File: src/rtl/adc_paddle_reader.sv
// LTC2308 paddle reader: alternately converts two pot channels and scales each code to a screen Y.
// Define ADC_IIR_EN to low-pass filter each paddle output instead of passing the latest sample.
module adc_paddle_reader #(
    parameter int SCK_HALF    = 2,
    parameter int CONV_CYCLES = 80,
    parameter int GAP_CYCLES  = 50,
    parameter int CH_A        = 0,
    parameter int CH_B        = 1,
    parameter int Y_RANGE     = 400
) (
    input  logic        clk,
    input  logic        reset,
    input  logic        enable,
    output logic        ADC_CONVST,
    output logic        ADC_SCK,
    output logic        ADC_SDI,
    input  logic        ADC_SDO,
    output logic [15:0] pongbar1_y,
    output logic [15:0] pongbar2_y,
    output logic        sample_valid,
    output logic        sample_ch
);

    localparam logic [15:0] CONV_LAST  = 16'(CONV_CYCLES - 1);
    localparam logic [15:0] GAP_LAST   = 16'(GAP_CYCLES - 1);
    localparam logic [15:0] SHIFT_LAST = 16'(2 * SCK_HALF - 1);
    localparam logic [15:0] SCK_HIGH   = 16'(SCK_HALF);
    localparam logic [2:0]  CH_A_SEL   = 3'(CH_A);
    localparam logic [2:0]  CH_B_SEL   = 3'(CH_B);
    localparam logic [8:0]  Y_SCALE    = 9'(Y_RANGE);
    localparam logic [8:0]  Y_MAX      = 9'(Y_RANGE - 1);

    typedef enum logic [2:0] {IDLE, CONV, SHIFT, UPDATE, GAP} state_t;

    state_t      state, state_nx;
    logic [15:0] cnt, cnt_nx;
    logic [3:0]  bit_idx, bit_nx;
    logic        convst_nx, sck_nx, sdi_nx, sample_en;
    logic [11:0] data_sr;
    logic        next_sel, prev_sel, prime;
    logic [8:0]  y1, y2, scaled;
    logic [2:0]  cfg_ch;
    logic [5:0]  cfg_word;

    assign cfg_ch     = next_sel ? CH_B_SEL : CH_A_SEL;
    assign cfg_word   = {1'b1, cfg_ch[0], cfg_ch[2], cfg_ch[1], 1'b1, 1'b0};
    assign scaled     = 9'((21'(data_sr) * 21'(Y_SCALE)) >> 12);
    assign pongbar1_y = {7'd0, y1};
    assign pongbar2_y = {7'd0, y2};

`ifdef ADC_IIR_EN
    logic loaded1, loaded2;

    function automatic logic [8:0] iir_step(input logic [8:0] y_old, input logic [8:0] sample);
        logic signed [16:0] diff;
        logic signed [16:0] sum;
        diff = $signed({8'd0, sample}) - $signed({8'd0, y_old});
        sum  = $signed({8'd0, y_old}) + (diff >>> 2);
        if (sum < 0)
            return 9'd0;
        else if (sum > $signed({8'd0, Y_MAX}))
            return Y_MAX;
        else
            return 9'(sum);
    endfunction
`endif

    // Outputs are registered from the next-state decode so the pins never glitch.
    always_comb begin
        state_nx = state;
        cnt_nx   = cnt + 16'd1;
        bit_nx   = bit_idx;
        case (state)
            IDLE: begin
                cnt_nx = '0;
                bit_nx = '0;
                if (enable)
                    state_nx = CONV;
            end
            CONV: begin
                if (cnt == CONV_LAST) begin
                    state_nx = SHIFT;
                    cnt_nx   = '0;
                    bit_nx   = '0;
                end
            end
            SHIFT: begin
                if (cnt == SHIFT_LAST) begin
                    cnt_nx = '0;
                    if (bit_idx == 4'd11)
                        state_nx = UPDATE;
                    else
                        bit_nx = bit_idx + 4'd1;
                end
            end
            UPDATE: begin
                state_nx = GAP;
                cnt_nx   = '0;
            end
            GAP: begin
                if (cnt == GAP_LAST) begin
                    state_nx = IDLE;
                    cnt_nx   = '0;
                end
            end
            default: begin
                state_nx = IDLE;
                cnt_nx   = '0;
                bit_nx   = '0;
            end
        endcase

        convst_nx = (state_nx == CONV);
        sck_nx    = (state_nx == SHIFT) && (cnt_nx >= SCK_HIGH);
        sdi_nx    = 1'b0;
        if ((state_nx == SHIFT) && (bit_nx < 4'd6))
            sdi_nx = cfg_word[3'd5 - bit_nx[2:0]];
        sample_en = sck_nx && !ADC_SCK;
    end

    // The first frame after reset carries an unknown channel, so prime swallows its result.
    always_ff @(posedge clk) begin
        if (reset) begin
            state        <= IDLE;
            cnt          <= '0;
            bit_idx      <= '0;
            ADC_CONVST   <= 1'b0;
            ADC_SCK      <= 1'b0;
            ADC_SDI      <= 1'b0;
            data_sr      <= '0;
            next_sel     <= 1'b0;
            prev_sel     <= 1'b0;
            prime        <= 1'b1;
            y1           <= '0;
            y2           <= '0;
            sample_valid <= 1'b0;
            sample_ch    <= 1'b0;
`ifdef ADC_IIR_EN
            loaded1      <= 1'b0;
            loaded2      <= 1'b0;
`endif
        end else begin
            state        <= state_nx;
            cnt          <= cnt_nx;
            bit_idx      <= bit_nx;
            ADC_CONVST   <= convst_nx;
            ADC_SCK      <= sck_nx;
            ADC_SDI      <= sdi_nx;
            sample_valid <= 1'b0;
            if (sample_en)
                data_sr <= {data_sr[10:0], ADC_SDO};
            if (state == UPDATE) begin
                next_sel <= ~next_sel;
                prev_sel <= next_sel;
                if (prime) begin
                    prime <= 1'b0;
                end else begin
                    sample_valid <= 1'b1;
                    sample_ch    <= prev_sel;
`ifdef ADC_IIR_EN
                    if (!prev_sel) begin
                        y1      <= loaded1 ? iir_step(y1, scaled) : scaled;
                        loaded1 <= 1'b1;
                    end else begin
                        y2      <= loaded2 ? iir_step(y2, scaled) : scaled;
                        loaded2 <= 1'b1;
                    end
`else
                    if (!prev_sel)
                        y1 <= scaled;
                    else
                        y2 <= scaled;
`endif
                end
            end
        end
    end

endmodule
File: config.mk
export PLATFORM = sky130hd
export DESIGN_NAME = adc_paddle_reader
export DESIGN_NICKNAME = d
export VERILOG_FILES = /design/src/rtl/adc_paddle_reader.sv
export SDC_FILE = /design/constraint.sdc
export NUM_CORES = 1
export LEC_CHECK = 0
export CORE_MARGIN = 2
export CORE_UTILIZATION = 40
export CTS_BUF_LIST = sky130_fd_sc_hd__clkbuf_4 sky130_fd_sc_hd__clkbuf_8 sky130_fd_sc_hd__clkbuf_16
export DETAILED_ROUTE_END_ITERATION = 16
export GPL_TIMING_DRIVEN = 1
export HOLD_SLACK_MARGIN = 0.12
export PLACE_DENSITY = 0.67
export SLEW_MARGIN = 20
export SYNTH_ARGS = -nofsm -noshare
export SYNTH_HDL_FRONTEND = slang
export SYNTH_SLANG_ARGS = --single-unit
File: constraint.sdc
create_clock -name clk -period 3.7 [get_ports clk]
set_input_delay 0.74 -clock clk [delete_from_list [all_inputs] [get_ports clk]]
set_output_delay 0.74 -clock clk [all_outputs]
set_load 0.05 [all_outputs]
==> metrics.cfg <==
[outcome]
outcome = completed

[floorplan]
start_util_pct = 41.66
dieArea_um2 = 10520
pin_count = 41
core_um2 = 9328
die_w_um = 102.6
fp-row-count = 35
die_y_um = 102.6

[cts]
h-tree-depth = 3
clk_pin_slew_ps = 70
numCtsBuffers = 9
hold_buffers = 0
clk_latency_ps = 340
clock-sinks = 61
clockBufferDepth = 2
cts_tree = yes
cts-root-buf = clkbuf_8

[critical_path]
cp_max_fo = 3
worstSetupPathType = flip-flop to flip-flop
r2r_cells = 13
crit_arrival_ps = 3800
cp-end-kind = flip-flop
worstSetupStartpointType = flip-flop
rrSetupSlack_ps = 100
cp.required_ps = 3900
timing.rr.end = y1[8]
reg2reg_from = data_sr[2]

[sta]
holdWs_ps = 455.4
fin_ws_ps = 99.06
period_needed_ps = 3601
hold_viol = 0
setup_tns_ps = 0
worst_pin_slew_ps = 624.8
maxSlewViolCount = 0
finalClockSkew_ps = 13.52
period_share_pct = 97.32
slew_headroom_pct = 58.26
setup_violations = 0
fmax_mhz = 277.7

[power]
switching_share_pct = 22.49
p_seq_share_pct = 47.7
report.power.total_mw = 1.388
pwr-share-clk_pct = 47.3
ir_drop_v = 0.0001884
power.density_nw_per_um2 = 308.5
p_leak_nw = 1.812
p_switching_mw = 0.3122
comb_power_share_pct = 5.0
internal_power_mw = 1.076

[grt]
grt_pass1_vias = 2744
overflow = 0
grt_pass1_wl_um = 12370
track_usage_pct = 14.84
grt_max_degree = 20
antenna_found_initial = 0

[placement]
hpwl_um = 5470
preCtsSetupSlack_ps = 65.66
gp_congestion = 0.8574
port_buffers = 26

[route]
firstDrtPassIters = 4
final_antenna_net_count = 0
drc = 0
vias_per_cell = 4.925
vias = 2975
drtIter0Drc = 79
routed_wl_um = 7294
avgRoutedWirePerCell_um = 12.08

[cells_and_area]
drive_gt1_share_pct = 10.95
regArea_um2 = 1224
area_growth_pct = 15.78
finalNetCount = 522
multi_input_area_um2 = 2451
antenna_cells = 0
nFillCells = 870
fin_util_pct = 48.24

[hold_path]
worst_hold_path.num_cells = 2
hold_path.class = flip-flop to flip-flop
whs_endpoint = y1[3]
min_from = y1[3]

[synthesis]
syn_avg_cell_area_um2 = 8.714
synthArstFlopShare_pct = 0
synth-warning-count = 0
netlist_area_um2 = 3886
synthFlopType = dfxtp_1
yosysSeqAreaShare_pct = 31.42
ys_ff_latch = 61
synth_edf_count = 0
synth_cell_types = 58
netlist_instances = 446

[flow_run]
cap_violations = 0

-- worst max path at each step --
stage | slack, ps | to | start | cells after the start
finish | 100 | y1[8] | data_sr[2] | 13
global route | -0.5 | y1[7] | data_sr[2] | 13
CTS | 50 | y2[8] | data_sr[3] | 13
detailed placement | 70 | y2[8] | data_sr[2] | 13
global placement | 160 | y1[7] | data_sr[2] | 13
floorplan | 280 | y2[8] | data_sr[2] | 13
-- placed cells by master (no fill, tap or decap), types with 3 or more instances in the layout --
| master | synthesis | routed |
|---|---|---|
| nor3_1 | 8 | 8 |
| mux2i_1 | 16 | 15 |
| clkdlybuf4s50_1 | 0 | 26 |
| inv_1 | 39 | 38 |
| fa_1 | 6 | 6 |
| nand2b_1 | 16 | 16 |
| ha_4 | 0 | 3 |
| dfxtp_1 | 61 | 59 |
| nand3b_1 | 3 | 3 |
| nand2_1 | 39 | 39 |
| ha_1 | 42 | 39 |
| a211oi_1 | 5 | 4 |
| conb_1 | 1 | 14 |
| a31oi_1 | 3 | 3 |
| nand4_1 | 9 | 9 |
| clkbuf_4 | 0 | 3 |
| o21ai_0 | 10 | 10 |
| nand3_1 | 8 | 8 |
| nor2_1 | 44 | 44 |
| or3_1 | 5 | 4 |
| a21o_1 | 4 | 4 |
| xnor2_1 | 18 | 18 |
| nor3b_1 | 4 | 4 |
| xor2_1 | 8 | 7 |
| a21oi_1 | 20 | 20 |
| clkbuf_8 | 0 | 9 |
| o22ai_1 | 3 | 3 |
| and2_1 | 4 | 4 |
| buf_4 | 14 | 5 |
-- cells in the mapped netlist, types with 8 or more instances --
cell type | number | share of area [%]
a21oi_1 | 20 | 2.6
buf_4 | 14 | 2.7
clkbuf_1 | 9 | 0.87
dfxtp_1 | 61 | 31
ha_1 | 42 | 14
inv_1 | 39 | 3.8
mux2i_1 | 16 | 4.1
nand2_1 | 39 | 3.8
nand2b_1 | 16 | 2.6
nand3_1 | 8 | 1.0
nand4_1 | 9 | 1.4
nor2_1 | 44 | 4.2
nor3_1 | 8 | 1.0
o21ai_0 | 10 | 1.3
xnor2_1 | 18 | 4.1
xor2_1 | 8 | 1.8
-- power by group through the flow --
stage / clock network, mW / logic (mW) / registers (mW)
finish: 0.656 / 0.0697 / 0.662
global route: 0.705 / 0.0749 / 0.662
CTS: 0.674 / 0.0694 / 0.662
detailed placement: 0 / 0.0694 / 0.677
global placement: 0 / 0.0693 / 0.677
floorplan: 0 / 0.0653 / 0.679
-- registers in the layout (all words and copies together), names as in the netlist, 3 cells and up --
signal,count
cnt,16
data_sr,12
y1,9
y2,9
bit_idx,4
state,3
-- stage by stage --
| stage | area, um^2 | std cells |
|---|---|---|
| 6_report | 4499 | 604 |
| 5_1_grt | 4499 | 604 |
| 4_1_cts | 4428 | 604 |
| 3_5_place_dp | 4209 | 588 |
| 3_3_place_gp | 4209 | 588 |
| 2_1_floorplan | 3935 | 459 |
-- final cells by class --
cell class                      count  area share, %
Multi-Input combinational cell    328          54.48
Clock buffer                       12          3.254
Clock inverter                      4          1.613
Tap cell                          129          3.587
Sequential cell                    61          27.20
Inverter                           39          3.254
Timing Repair Buffer               31          6.618
-- worst max-delay path, cell delays in order (launching register included) --
cell and delay, ps:
dfxtp_2 380, ha_4 210, ha_1 260, inv_1 40, fa_1 490, inv_2 50, ha_4 230, and4_1 200
a221oi_2 320, o21ai_2 100, or3_4 410, o31ai_4 360, mux2i_2 300, a221oi_1 110
-- cell families after synthesis --
family	synth area share, %
buf+inv	8.532
mux	4.411
other cells	0.09649
compound gates	11.27
fa+ha+maj	16.61
simple gates	21.80
xor+xnor	5.860
flops	31.42
-- timing repair --
action                                  in CTS  in global routing
setup buffers                                0                  0
resized for setup                            0                 12
endpoints found under the setup margin       0                  6
-- per-layer routing --
| metal | up-vias | GRT usage, % | share of wire (%) |
|---|---|---|---|
| met4 | 0 | 6.769 | 1.4 |
| met2 | 45 | 23.13 | 45 |
| met5 | - | 0 | 0 |
| met1 | 1379 | 19.71 | 50 |
| met3 | 8 | 3.254 | 3.5 |
| li1 | 1543 | - | - |
Note: power is estimated with default switching activity, not from simulation.
